$ cat src/rtl/mux_rr_arbiter.sv
// mux_rr_arbiter: round-robin arbiter driving the direction select of a downstream N_CH:1 data mux
// Ports:
//   clk_i        clock, rising edge
//   rst_i        synchronous active-high reset
//   req_i        per-source level request
//   ready_i      consumer accepts the current selection while valid_o=1
//   valid_o      direction_o/grant_o hold a valid grant
//   direction_o  index of the granted source (mux select)
//   grant_o      one-hot grant, zero while valid_o=0
//   lock_i       burst lock, only when MUX_RR_ARBITER_LOCK_EN is defined
module mux_rr_arbiter #(
    parameter int N_CH = 4,
    localparam int SEL_W = $clog2(N_CH)
) (
    input  logic              clk_i,
    input  logic              rst_i,
    input  logic [N_CH-1:0]   req_i,
    input  logic              ready_i,
`ifdef MUX_RR_ARBITER_LOCK_EN
    input  logic              lock_i,
`endif
    output logic              valid_o,
    output logic [SEL_W-1:0]  direction_o,
    output logic [N_CH-1:0]   grant_o
);
    typedef enum logic {IDLE, GRANT} state_t;
    state_t state, state_n;
    logic [SEL_W-1:0] ptr, ptr_n, base, win, sel, dir_n;
    logic [N_CH-1:0] grant_n;
    logic keep;
    assign valid_o = (state == GRANT);
`ifdef MUX_RR_ARBITER_LOCK_EN
    assign keep = (state == GRANT) && lock_i && req_i[direction_o];
`else
    assign keep = 1'b0;
`endif
    // during GRANT the search starts after the current owner, which becomes ptr at handshake
    assign base = (state == GRANT) ? direction_o : ptr;
    // descending scan so the nearest requester after base wins
    always_comb begin
        win = base;
        for (int k = N_CH; k >= 1; k--)
            if (req_i[SEL_W'(int'(base) + k)]) win = SEL_W'(int'(base) + k);
    end
    assign sel = keep ? direction_o : win;
    always_comb begin
        state_n = state;
        dir_n   = direction_o;
        grant_n = grant_o;
        ptr_n   = ptr;
        if (state == IDLE) begin
            if (|req_i) begin
                state_n = GRANT;
                dir_n   = sel;
                grant_n = N_CH'(1) << sel;
            end
        end else if (ready_i) begin
            ptr_n = keep ? ptr : direction_o;
            if (|req_i) begin
                dir_n   = sel;
                grant_n = N_CH'(1) << sel;
            end else begin
                state_n = IDLE;
                grant_n = '0;
            end
        end
    end
    always_ff @(posedge clk_i) begin
        if (rst_i) begin
            state       <= IDLE;
            direction_o <= '0;
            grant_o     <= '0;
            ptr         <= SEL_W'(N_CH - 1);
        end else begin
            state       <= state_n;
            direction_o <= dir_n;
            grant_o     <= grant_n;
            ptr         <= ptr_n;
        end
    end
endmodule

$ cat config.mk
export PLATFORM = sky130hd
export DESIGN_NAME = mux_rr_arbiter
export DESIGN_NICKNAME = d
export VERILOG_FILES = /design/src/rtl/mux_rr_arbiter.sv
export SDC_FILE = /design/constraint.sdc
export NUM_CORES = 1
export LEC_CHECK = 0
export CAP_MARGIN = 20
export CORE_AREA = 2 2 41 43
export DETAILED_ROUTE_END_ITERATION = 10
export DIE_AREA = 0 0 43 45
export PLACE_DENSITY_LB_ADDON = 0.15
export SETUP_SLACK_MARGIN = 0.5
export SYNTH_ARGS = -nofsm -noshare
export SYNTH_HDL_FRONTEND = slang
export SYNTH_SLANG_ARGS = --single-unit
export TNS_END_PERCENT = 20
$ cat constraint.sdc
create_clock -name clk_i -period 1.3 [get_ports clk_i]
set_input_delay 0.26 -clock clk_i [delete_from_list [all_inputs] [get_ports clk_i]]
set_output_delay 0.26 -clock clk_i [all_outputs]
set_load 0.01 [all_outputs]
==> qor.txt <==
DPL Wire Length - 1117 um
Syn Inst Count - 68
Vias - 624
maximum number of pins on one net before global-route repair - 12
worst min-delay path class - reg2reg
layout cells sized above 1 - 46.46%
sequential share of the synthesized area - 30.84%
power per cell area - 927.0 mW/mm^2
Crit. End Element - flop
post-synthesis cell area - 584.3 sq um
full die area - 0.001935 sq mm
Vias/cell - 5.426
# port buffers - 13
clk sink count - 9
die height - 45 um
Net Count, Synth - 75
Max-slew headroom - 75.16%
Largest stage delay, worst path - 0.38 ns
Critical Path AT - 1.66 ns
syn_area_per_cell - 8.593 sq um
Synth cell types - 35
Top-Level Pins - 14
hold_buf cts - 0
count leader, synth - nand2_1
Slew @ Worst Pin - 0.3692 ns
Final Net Count - 107
Clk pin slew, worst setup/hold paths - 0.06 ns
min cycle time layout - 1.509 ns
Synth-to-Final Area Change - 58.67%
first-pass GRT wire length - 2580 um
total wire length - 1509 um
setup violators final - 6
clock buffer depth - 2
Req. time, crit path - 1.45 ns
leading area contributor after synthesis - dfxtp_1
Detail Route Antenna Nets - 0
FFs w/ async S/R, synth - 0%
Clk Latency, worst-skew pair - 0.26 ns
flops & latches, synth - 9
Synth top area share - 30.84%
synth cell count leaders - 10 x nand2_1, 9 x dfxtp_1, 5 x a21oi_1
first drt pass iteration count - 4
CTS tree - built
f_max - 0.6625 GHz
global placer's final weighted congestion - 0.7635
RSZ-0062 raised after global routing - yes
Setup Skew - 0.0005048 ns
R2R setup slack - -0.21 ns
CP cell instances - mux2i_4 -> mux2i_2 -> buf_4 -> o2bb2ai_1 -> o211ai_1 -> a21oi_1
Core ar. - 0.001471 sq mm
hold_ws - 0.4665 ns
post-route cell area - 927.1 sq um
count of warnings emitted by yosys - 0
Crit Path Max Fanout - 4
final total power - 859.5 uW
Inserted Diodes - 0
DRC - 0
overflow left after global routing - 0
failing checks - setup timing
setup TNS - -1.053 ns
Cell Area, Placed - 835.8 sq um
Peak VDD IR - 0.0006550 V
Routed WL per cell - 13.12 um
post-layout util - 63.01%
CTS H-tree lvls - 1
root buffer cell - clkbuf_4
Slowest-stage cell, CP - dfxtp_4
vias in the first global route - 587
# rows - 14
register area - 193.9 sq um
synth top area cells - dfxtp_1 31%, nand2_1 6.4%, mux2i_1 5.1%, a211o_1 4.5%, a21oi_1 4.3%
PnR worst setup slack - -0.2095 ns
status - complete, but fails checks
total CTS buffers - 3
Total GRT Usage - 17.61%
P_leak - 0.0003978 uW
area of the multi-input gates - 429.2 sq um
Final Hold Violating Endpoints - 0
final worst-path cycle share - 116.1%
Synth Flop Type - dfxtp_1
Die Wd - 43 um
Layout fillers - 134
Setup crit start kind - flop
critical path type - reg2reg
antenna violations before repair - 0
Max-cap violations - 0
Post-synth EDFFs - 0
Max Slew Vio Count - 0
initial core utilization - 39.71%
iteration-0 DRC count of the detailed router - 13
[worst max-delay path: cells and delay by family, from the launching register on]
family | cells | cell delay, ns
AO/OA/AOI/OAI | 3 | 0.35
buffers and inverters | 1 | 0.14
flip-flops | 1 | 0.38
multiplexers | 2 | 0.53
[final cells by class]
type,count,area share (%)
clock buffer,3,2.429
clock inverter,1,0.5398
inverter,1,0.4049
multi-input combinational,55,46.29
sequential,9,20.92
tap,16,2.159
timing repair buffer,30,27.26
[repair_timing]
item	CTS	global route
resized for setup	44	2
setup buffers	3	0
pin swaps	6	4
setup endpoints to repair	16	16
[cells in the final DEF (no fill, tap or decap), drive strengths merged, types with 3 or more instances in the layout]
| cell type | n |
|---|---|
| dfxtp | 9 |
| clkdlybuf4s50 | 3 |
| and3 | 3 |
| dlygate4sd2 | 4 |
| mux2i | 3 |
| nand2 | 10 |
| a211o | 3 |
| a21oi | 6 |
| clkbuf | 3 |
| buf | 22 |
| nand2b | 4 |
| o21ai | 3 |
[path summary, 6_finish.rpt]
| check | cells past startpoint | to | from |
|---|---|---|---|
| hold / removal | 2 | grant_o[0]$_SDFFE_PP0P_ | grant_o[0]$_SDFFE_PP0P_ |
| setup reg to reg | 6 | grant_o[0]$_SDFFE_PP0P_ | valid_o$_SDFF_PP0_ |
| hold reg to reg | 2 | grant_o[0]$_SDFFE_PP0P_ | grant_o[0]$_SDFFE_PP0P_ |
| setup / recovery | 6 | grant_o[0]$_SDFFE_PP0P_ | valid_o$_SDFF_PP0_ |
[layer usage]
| metal | track usage [%] | part of all wire (%) | vias to the layer above | wire (um) |
|---|---|---|---|---|
| met5 | 0 | 0 | - | 0 |
| met4 | 3.636 | 0 | 0 | 0 |
| met3 | 6.000 | 5.5 | 0 | 83 |
| met2 | 28.18 | 44 | 17 | 671 |
| met1 | 23.34 | 50 | 283 | 753 |
| li1 | - | - | 324 | - |
[through the flow]
step                      instances  worst slack (ns)
after floorplan                  68           -0.1201
after global placement          108           -0.5978
after detailed placement        108           -0.6134
after CTS                       115           -0.2152
after global routing            115           -0.3069
final                           115           -0.2095
[power breakdown]
part	switching [uW]	total, uW	internal, uW
clock network	103	217	114
logic	129	305	176
registers	35.6	338	302
total	268	859	592
[flip-flops by register name, indices dropped and copies added, names as in the netlist]
register and cells:
grant_o 4, direction_o 2, valid_o 1, ptr 2
[cells by family (layout without fill, tap and decap cells)]
| kind of cell | Yosys count | count (layout) | synth area share [%] |
|---|---|---|---|
| flops | 9 | 9 | 30.83 |
| compound gates | 21 | 21 | 29.12 |
| mux | 4 | 4 | 7.066 |
| buf+inv | 4 | 35 | 4.066 |
| simple gates | 30 | 30 | 28.91 |
(Power assumes the default switching activity.)
